`src/rtl/usr_sequencer.sv`:
```
// rtl/usr_sequencer.sv - command sequencer driving a 4-bit universal shift register
module usr_sequencer (
  input  logic       clk_21,
  input  logic       rst_21,
  input  logic       cmd_valid_21,
  output logic       cmd_ready_21,
  input  logic [2:0] cmd_op_21,
  input  logic [2:0] cmd_cnt_21,
  input  logic [3:0] cmd_data_21,
  input  logic       cmd_fill_21,
  input  logic       stall_21,
  input  logic [3:0] dout_21,
  input  logic       MSBout_21,
  input  logic       LSBout_21,
  output logic       s1_21,
  output logic       s0_21,
  output logic [3:0] din_21,
  output logic       MSBin_21,
  output logic       LSBin_21,
  output logic       done_21,
  output logic [3:0] result_21,
  output logic [7:0] spill_21
);

  localparam logic [2:0] OP_LOAD = 3'b001;
  localparam logic [2:0] OP_ROR  = 3'b100;
  localparam logic [2:0] OP_ROL  = 3'b101;

  typedef enum logic [1:0] {ST_IDLE, ST_LOAD, ST_SHIFT, ST_SETTLE} state_t;

  state_t     state, state_nxt;
  logic [2:0] op_q;
  logic [2:0] cnt_q;
  logic [3:0] data_q;
  logic       fill_q;

  logic accept;
  logic in_load, in_shift;
  logic q_shifts, q_left;
  logic shift_edge;

  assign cmd_ready_21 = (state == ST_IDLE);
  assign accept       = cmd_valid_21 & cmd_ready_21;
  assign in_load      = (cmd_op_21 == OP_LOAD) | (cmd_op_21[2:1] == 2'b11);
  assign in_shift     = cmd_op_21[2] | cmd_op_21[1];
  assign q_shifts     = op_q[2] | op_q[1];
  // Odd opcodes among the shifting ops move data toward bit 3.
  assign q_left       = op_q[0];
  assign shift_edge   = (state == ST_SHIFT) & ~stall_21;
  assign din_21       = data_q;

  always_comb begin
    state_nxt = state;
    case (state)
      ST_IDLE: begin
        if (accept) begin
          if (in_load)                             state_nxt = ST_LOAD;
          else if (in_shift && cmd_cnt_21 != 3'd0) state_nxt = ST_SHIFT;
          else                                     state_nxt = ST_SETTLE;
        end
      end
      ST_LOAD: begin
        if (!stall_21)
          state_nxt = (q_shifts && cnt_q != 3'd0) ? ST_SHIFT : ST_SETTLE;
      end
      ST_SHIFT: begin
        if (!stall_21 && cnt_q == 3'd1) state_nxt = ST_SETTLE;
      end
      default: state_nxt = ST_IDLE;
    endcase
  end

  always_comb begin
    s1_21    = 1'b0;
    s0_21    = 1'b0;
    MSBin_21 = 1'b0;
    LSBin_21 = 1'b0;
    if (state == ST_LOAD && !stall_21) begin
      s1_21 = 1'b1;
      s0_21 = 1'b1;
    end
    if (state == ST_SHIFT) begin
      if (!stall_21) begin
        s1_21 = q_left;
        s0_21 = ~q_left;
      end
      if (op_q == OP_ROR) begin
        MSBin_21 = LSBout_21;
      end else if (op_q == OP_ROL) begin
        LSBin_21 = MSBout_21;
      end else begin
        MSBin_21 = fill_q;
        LSBin_21 = fill_q;
      end
    end
  end

  always_ff @(posedge clk_21 or negedge rst_21) begin
    if (!rst_21) begin
      state     <= ST_IDLE;
      op_q      <= 3'd0;
      cnt_q     <= 3'd0;
      data_q    <= 4'd0;
      fill_q    <= 1'b0;
      spill_21  <= 8'd0;
      done_21   <= 1'b0;
      result_21 <= 4'd0;
    end else begin
      state   <= state_nxt;
      done_21 <= (state == ST_SETTLE);
      if (state == ST_SETTLE) result_21 <= dout_21;
      if (accept) begin
        op_q     <= cmd_op_21;
        cnt_q    <= cmd_cnt_21;
        data_q   <= cmd_data_21;
        fill_q   <= cmd_fill_21;
        spill_21 <= 8'd0;
      end
      if (shift_edge) begin
        cnt_q    <= cnt_q - 3'd1;
        spill_21 <= {spill_21[6:0], q_left ? MSBout_21 : LSBout_21};
      end
    end
  end

endmodule

```
`config.mk`:
```
export PLATFORM = sky130hd
export DESIGN_NAME = usr_sequencer
export DESIGN_NICKNAME = d
export VERILOG_FILES = /design/src/rtl/usr_sequencer.sv
export SDC_FILE = /design/constraint.sdc
export NUM_CORES = 1
export LEC_CHECK = 0
export CAP_MARGIN = 20
export CORE_MARGIN = 5
export CORE_UTILIZATION = 40
export CTS_BUF_LIST = sky130_fd_sc_hd__clkbuf_8
export DETAILED_ROUTE_END_ITERATION = 16
export PLACE_DENSITY = 0.72
export SYNTH_ARGS = -nofsm -noshare
export SYNTH_HDL_FRONTEND = slang
export SYNTH_SLANG_ARGS = --single-unit
```
`constraint.sdc`:
```
create_clock -name clk_21 -period 1.9 [get_ports clk_21]
set_input_delay 0.285 -clock clk_21 [delete_from_list [all_inputs] [get_ports clk_21]]
set_output_delay 0.285 -clock clk_21 [all_outputs]
set_load 0.02 [all_outputs]
```
==> flow_summary.ini, run 1 <==
[grt]
grt_overflow = 0
grt_usage_pct = 14.2
grt_pass1_wl_um = 4840
grt_max_degree = 27
antenna_found_initial = 0
grt_pass1_vias = 1073

[power_and_ir_drop]
p_comb_share_pct = 53.2
p_per_area_nw_per_um2 = 1640
p_clk_share_pct = 14.5
leakagePower_nw = 0.831
internal-power_mw = 1.93
share_seq_of_total_power_pct = 32.3
swShare_pct = 36.8
irDropWorstVdd_uv = 764
switchingPower_mw = 1.13

[clocking]
cts.sinks = 26
cts_htree_levels = 1
post_cts_buffers = 0
cts_tree = built
cts_buffers = 3
clockBufferDepth = 2
insertion_delay_ns = 0.27
clk_pin_slew_worst_paths_ns = 0.09
root_buffer = clkbuf_8

[place]
dp_cells = 198
place_congestion = 0.734
dp_slack_ns = -0.164
placed_cell_area_sq_um = 1790
port_buffers = 42
dp_hpwl_um = 2260

[worst_setup_path]
end_kind = output pin
critPathSlowestCell = dfrtp_1
required_ns = 1.62
max_stage_delay_ns = 0.39
critical_path_arrival_ns = 1.50
path_max_fanout = 4
crit_path_cell_trace = buf_4, ha_1, mux2i_1, nor2_1, clkdlybuf4s15_1
critPathKind = flop to output pin
start_kind = flop

[timing]
period_needed_ns = 1.78
rsz0062_at_grt = no
max_slew_margin_pct = 73.2
hold_viol_final = 0
finalCritPeriodShare_pct = 93.9
skew_ns = 0.00858
setup_viol = 0
maxSlewViolCount = 0
setup_ws_ns = 0.116
fin_tns_setup_ns = 0
worst_slew_pin_slew_ns = 0.402
timing.fmax_mhz = 561
whs_ns = 0.382

[final_layout]
multi_input_area_sq_um = 564
fillers = 250
design_area_sq_um = 1870
num_antenna_cells = 0
finalNetCount = 187
area_delta_synth_final_pct = 49.5
drive_gt1_share_pct = 19.6
final-seq-area_sq_um = 651
stdcell_count = 202

[yosys]
synth_common_cells = dfrtp_1 (26), mux2_2 (12)
yosysTopAreaCell = dfrtp_1
syn-instance-count = 104
syn-mean-instance-area_sq_um = 12.0
synth-main-ff-cell = dfrtp_1
yosysSeqAreaShare_pct = 52.0
synth_top_area_share_pct = 52.0
yosys-top-cells-area = dfrtp_1 (52%), mux2_2 (11%), ha_1 (7.0%)
ys_warn_count = 0
synth-edff-count = 0
synth_most_common_cell = dfrtp_1
synth_seq_cells = 26
synth_fp_nets = 132
async_flop_share_pct = 100
synthesis.area_sq_um = 1250
synth_cell_types = 28

[die]
dieArea_sq_um = 4350
die_w_um = 65.9
die_h_um = 65.9
rows = 20
core_region_area_sq_um = 3030
ios = 43
initial_core_util_pct = 41.3

[drt]
avgViaCountPerCell = 4.84
wire_per_inst_um = 13.9
vias = 978
drc = 0
routed_wl_um = 2800
route.antenna.remaining_nets = 0
drt-initial-drc-count = 63
drt_first_pass_iters = 4

[min_path]
hp-class = input port to asynchronous set/reset pin

[job]
drv_cap = 0

[run_status]
outcome = finished, final reports clean
[flip-flops by register name (all words and copies together), names as in the netlist]
signal     count
din_21         4
state          2
fill_q         1
done_21        1
op_q           3
result_21      4
spill_21       8
cnt_q          3
[cell usage in the layout, fill, tap and decap left out, drive strengths merged, types with 4 or more instances in the layout]
master          n
clkdlybuf4s50  37
dfrtp          26
mux2           14
clkbuf          4
a21oi           8
inv             7
ha              7
buf            12
a22o            7
nor2            5
[layer usage]
metal / GRT usage (%) / routed length (um) / vias to the layer above
met2: 24.2 / 1410 / 18
met1: 18.4 / 1280 / 479
li1: - / - / 479
met4: 3.81 / 11 / 0
met3: 2.89 / 99 / 2
met5: 0 / 0 / -
[power groups by stage]
stage | clock (mW) | sequential (mW) | combinational, mW
3_5_place_dp | 0 | 0.989 | 1.65
6_report | 0.444 | 0.987 | 1.63
5_1_grt | 0.481 | 1.02 | 1.77
3_3_place_gp | 0 | 0.969 | 1.62
4_1_cts | 0.457 | 0.982 | 1.63
2_1_floorplan | 0 | 1.14 | 0.769
[final cells by class]
| type | instances | share of cell area (%) |
|---|---|---|
| well taps | 44 | 2.94 |
| repair buffers | 54 | 26.9 |
| inverters | 7 | 1.40 |
| clock inverters | 1 | 1.61 |
| clock buffers | 3 | 2.21 |
| multi-input cells | 67 | 30.2 |
| flip-flops and latches | 26 | 34.8 |
[critical path: cells and delay by family, from the launching register on]
family,cells,cell delay (ns)
adders and majority gates,1,0.23
buffers and inverters,2,0.43
DFF,1,0.39
muxes,1,0.14
and+or+nand+nor,1,0.05
[per-stage QoR]
stage / power, mW / utilization [%]
6_report: 3.06 / 61.8
5_1_grt: 3.27 / 61.8
4_1_cts: 3.07 / 61.5
3_5_place_dp: 2.64 / 59.3
3_3_place_gp: 2.58 / 59.3
2_1_floorplan: 1.91 / -
[timing repair]
action	4_1_cts	5_1_grt
resized for setup	6	6
setup endpoints to repair	5	3
hold buffers	0	0
[worst paths after layout]
| kind | start | cells after the start | slack, ns | end |
|---|---|---|---|---|
| max in group asynchronous | rst_21 | 2 | 1.27 | op_q[1] |
| min reg2reg | spill_21[7] | 1 | 0.51 | spill_21[7] |
| max reg2reg | state[0] | 7 | 0.21 | cnt_q[0] |
| min in group clk_21 | spill_21[7] | 1 | 0.51 | spill_21[7] |
| min | rst_21 | 2 | 0.38 | din_21[2] |
| max | state[0] | 5 | 0.12 | s1_21 |
[kinds of logic (layout without fill, tap and decap cells)]
logic type,Yosys count,in the layout,synth area share (%)
AOI/OAI and AO/OA,27,27,15.7
xor gates and xnor gates,1,1,0.700
adders and majority gates,7,7,7.00
buffers and inverters,11,65,3.90
DFF,26,26,52.0
muxes,15,15,13.4
and+or+nand+nor,17,17,7.30
No activity file was read; power rests on OpenSTA's default activity.
==> inputs of run 2 (changes only) <==
- CELL_PAD_IN_SITES_DETAIL_PLACEMENT: not set -> 1
- CELL_PAD_IN_SITES_GLOBAL_PLACEMENT: not set -> 2
- CORE_UTILIZATION: 40 -> 29
- PLACE_DENSITY: 0.72 -> not set
- PLACE_DENSITY_LB_ADDON: not set -> 0.1
- TNS_END_PERCENT: not set -> 100
==> flow_summary.ini, run 2 (synthesis gave the netlist of run 1 again) <==
[run_status]
outcome = finished, final reports clean

[power_and_ir_drop]
irDropWorstVdd_uv = 522
p_per_area_nw_per_um2 = 1590
internal-power_mw = 1.80
leakagePower_nw = 0.818
p_clk_share_pct = 12.2
share_seq_of_total_power_pct = 33.8
p_total_mw = 2.92
switchingPower_mw = 1.12
p_comb_share_pct = 54.0
swShare_pct = 38.5

[clocking]
holdBufCountCts = 0
root_buffer = clkbuf_8
cts_htree_levels = 1
cts_buffers = 3
cts_tree = built
clk_pin_slew_worst_paths_ns = 0.09
cts.sinks = 26
insertion_delay_ns = 0.27
clockBufferDepth = 2

[worst_setup_path]
start_kind = input port
end_kind = output pin
critPathSlowestCell = clkdlybuf4s50_1
critical_path_arrival_ns = 1.54
required_ns = 1.62
crit_path_cell_trace = clkdlybuf4s50_1, nor2b_1, nand3b_1, a21boi_0, clkdlybuf4s15_1
max_stage_delay_ns = 0.45
critPathKind = input port to output pin
path_max_fanout = 2

[grt]
grt_usage_pct = 12.3
grtUsageMet1_pct = 15.8
antenna_found_initial = 0
use_met3_pct = 3.30
grt.busiest_layer = met2
grt_pass1_wl_um = 5340
grt_max_degree = 27
grt_overflow = 0
grt_pass1_vias = 1110
use_met2_pct = 20.6

[timing]
skew_ns = 0.00791
hold_viol_final = 0
worst_slew_pin_slew_ns = 0.344
whs_ns = 0.383
setup_ws_ns = 0.0761
rsz0062_at_grt = no
timing.fmax_mhz = 548
max_slew_margin_pct = 77.0
maxSlewViolCount = 0
period_needed_ns = 1.82
finalCritPeriodShare_pct = 96.0
setup_viol = 0

[drt]
wire_per_inst_um = 15.7
drt-initial-drc-count = 53
drc = 0
route.antenna.remaining_nets = 0
avgViaCountPerCell = 4.84
drt_first_pass_iters = 4
routed_wl_um = 3250
vias = 1002

[die]
initial_core_util_pct = 30.6
core_region_area_sq_um = 4090
dieArea_sq_um = 5730
die_h_um = 75.7
ios = 43
rows = 23
die_w_um = 75.7

[place]
dp_hpwl_um = 2550
place_congestion = 0.822
dp_cells = 203
port_buffers = 42
dp_slack_ns = -0.224

[final_layout]
largest_reg_flops = 8
regMostFlops = spill_21
stdcell_count = 207
layout_commonest_cell = clkdlybuf4s50_1
area_delta_synth_final_pct = 47.0
drive_gt1_share_pct = 19.7
layout_common_cells = clkdlybuf4s50_1 (37), dfrtp_1 (26), mux2_2 (12)
finalNetCount = 186
num_antenna_cells = 0

[job]
drv_cap = 0

[min_path]
hp-class = input port to asynchronous set/reset pin
[run 2: changes by cell type in the layout (fill, tap and decap cells not counted)]
cell	change
buf_4	-1
bufinv_16	-1
clkbuf_2	+1
clkbuf_8	+1
clkdlybuf4s15_1	-1
ha_2	+1
ha_4	-1
[run 2: power groups by stage]
stage	registers, mW	clock network (mW)	logic (mW)
CTS	0.992	0.367	1.62
global route	1.02	0.394	1.73
floorplan	1.14	0	0.769
global placement	0.986	0	1.60
finish	0.987	0.356	1.58
detailed placement	1.00	0	1.64
[run 2: per-stage QoR]
step	TNS, ns	instance area [sq um]	util [%]
2_1_floorplan	0	1250	-
3_3_place_gp	-0.298	1790	43.9
3_5_place_dp	-0.307	1790	43.9
4_1_cts	0	1850	45.2
5_1_grt	0	1840	45.0
6_report	0	1840	45.0
[run 2: area by class of cell]
cell class | count | area [sq um]
fillers | 464 | 2250
flip-flops and latches | 26 | 651
multi-input cells | 67 | 554
repair buffers | 53 | 490
well taps | 50 | 62.6
clock buffers | 4 | 55.1
inverters | 7 | 26.3
[run 2: worst paths after layout]
| kind | endpoint | cells past startpoint | slack [ns] | from |
|---|---|---|---|---|
| max | MSBin_21 | 5 | 0.08 | LSBout_21 |
| max reg2reg | state[0] | 7 | 0.24 | cnt_q[0] |
| max in group asynchronous | state[0] | 2 | 1.26 | rst_21 |
| min | din_21[2] | 2 | 0.38 | rst_21 |
| min in group clk_21 | din_21[1] | 1 | 0.51 | din_21[1] |
| min reg2reg | din_21[1] | 1 | 0.51 | din_21[1] |
[run 2: critical path: cells and delay by family]
kind	cells	cell delay (ns)
simple gates	2	0.29
buf+inv	2	0.78
compound gates	1	0.18
[run 2: layer usage]
metal / vias to the layer above / share of wire, %
met4: 0 / 1.1
li1: 477 / -
met5: - / 0
met3: 4 / 6.2
met1: 494 / 44
met2: 27 / 48
[run 2: timing repair]
item / CTS / global route
pin swaps: 0 / 0
hold endpoints to repair: 0 / 0
setup buffers: 0 / 0
resized for setup: 6 / 6
endpoints found under the setup margin: 5 / 3
==> inputs of run 3 (changes only) <==
- clock period: 1.9 -> 1.75 ns (I/O delays scaled with it)
==> flow_summary.ini, run 3 (synthesis gave the netlist of run 1 again) <==
[drt]
avgViaCountPerCell = 4.71
drc = 0
drt-initial-drc-count = 27
wire_per_inst_um = 15.6
routed_wl_um = 3330
drt_first_pass_iters = 4
vias = 1009
route.antenna.remaining_nets = 0

[worst_setup_path]
critPathSlowestCell = dfrtp_1
critPathKind = flop to flop
max_stage_delay_ns = 0.41
critPathTopFamily = flip-flops
path_max_fanout = 3
r2r_setup_slack_ns = 0.1
start_kind = flop
r2r_cells = 5
critical_path_arrival_ns = 1.81
regToRegEndpoint = state[0]
end_kind = flop
crit_path_cell_trace = buf_4, ha_2, buf_4, a221o_1, mux2_1
rr_startpoint = state[0]
path_buf_inv = 2
cp_common_cell = buf_4
required_ns = 1.90

[final_layout]
num_antenna_cells = 0
area_delta_synth_final_pct = 53.3
layout_common_cells = clkdlybuf4s50_1 (37), dfrtp_1 (26), buf_4 (17)
final_core_util_pct = 46.9
drive_gt1_share_pct = 27.4
largest_reg_flops = 8
layout_commonest_cell = clkdlybuf4s50_1
regMostFlops = spill_21
finalNetCount = 193
fillers = 463

[timing]
timing.fmax_mhz = 605
worst_slew_pin_slew_ns = 0.343
setup_viol = 0
rsz0062_at_grt = no
fin_tns_setup_ns = 0
max_slew_margin_pct = 77.1
hold_viol_final = 0
skew_ns = 0.00382
whs_ns = 0.363
finalCritPeriodShare_pct = 94.5
maxSlewViolCount = 0
period_needed_ns = 1.65

[min_path]
hp-class = input port to asynchronous set/reset pin

[run_status]
outcome = finished, final reports clean

[power_and_ir_drop]
switchingPower_mw = 1.27
p_clk_share_pct = 11.4
swShare_pct = 37.9
internal-power_mw = 2.09
leakagePower_nw = 0.855
irDropWorstVdd_uv = 671
p_total_mw = 3.36
p_comb_share_pct = 57.3
share_seq_of_total_power_pct = 31.3
p_per_area_nw_per_um2 = 1750

[clocking]
cts.sinks = 26
cts_htree_levels = 1
clockBufferDepth = 2
root_buffer = clkbuf_8
clk_pin_slew_worst_paths_ns = 0.09
cts_buffers = 3
insertion_delay_ns = 0.26
cts_tree = built

[grt]
grt_overflow = 0
grt_max_degree = 27
grt_pass1_wl_um = 5330
grt_usage_pct = 12.3
antenna_found_initial = 0
grt_pass1_vias = 1123

[place]
place_congestion = 0.794
dp_hpwl_um = 2620
port_buffers = 42

[die]
ios = 43
initial_core_util_pct = 30.6
rows = 23
dieArea_sq_um = 5730
core_region_area_sq_um = 4090
die_h_um = 75.7
die_w_um = 75.7

[job]
drv_cap = 0
[run 3: layout make-up]
type	count	area, sq um	area share (%)
tap	50	62.6	3.26
timing repair buffer	60	549	28.6
multi-input combinational	67	574	29.9
sequential	26	651	33.9
clock buffer	4	55.1	2.87
inverter	7	26.3	1.37
[run 3: worst max path at each step]
stage	slack, ns	end	from	cells past startpoint
2_1_floorplan	0.10	state[0]	state[0]	5
3_3_place_gp	-0.31	MSBin_21	LSBout_21	5
3_5_place_dp	-0.39	MSBin_21	LSBout_21	5
4_1_cts	0.01	s1_21	state[0]	5
5_1_grt	0.01	cnt_q[0]	state[1]	8
6_report	0.1	state[0]	state[0]	5
[run 3: timing repair]
action	in CTS	in global routing
endpoints found under the setup margin	5	5
gates resized for setup	23	6
gates cloned	0	0
endpoints found under the hold margin	0	0
hold buffers	0	0
setup buffers	0	2
[run 3: power by group through the flow]
stage                     Sequential [mW]  Combinational (mW)  Clock, mW
after floorplan                      1.24               0.835          0
after global placement               1.05                1.86          0
after detailed placement             1.07                1.91          0
after CTS                            1.06                1.92      0.402
after global routing                 1.09                2.10      0.427
final                                1.05                1.93      0.382
[run 3: metrics by stage]
step	setup slack, ns	area (sq um)	cells
after floorplan	0.100	1250	104
after global placement	-0.308	1840	208
after detailed placement	-0.392	1840	208
after CTS	0.0122	1910	212
after global routing	0.0147	1920	214
final	0.0958	1920	214
[run 3: per-layer routing]
layer | vias up | part of all wire (%) | routed length (um) | global-route usage, %
met1 | 492 | 45 | 1520 | 16.0
met2 | 25 | 49 | 1630 | 20.9
met4 | 0 | 0.57 | 19 | 2.91
met5 | - | 0 | 0 | 0
li1 | 490 | - | - | -
met3 | 2 | 5.0 | 166 | 2.90
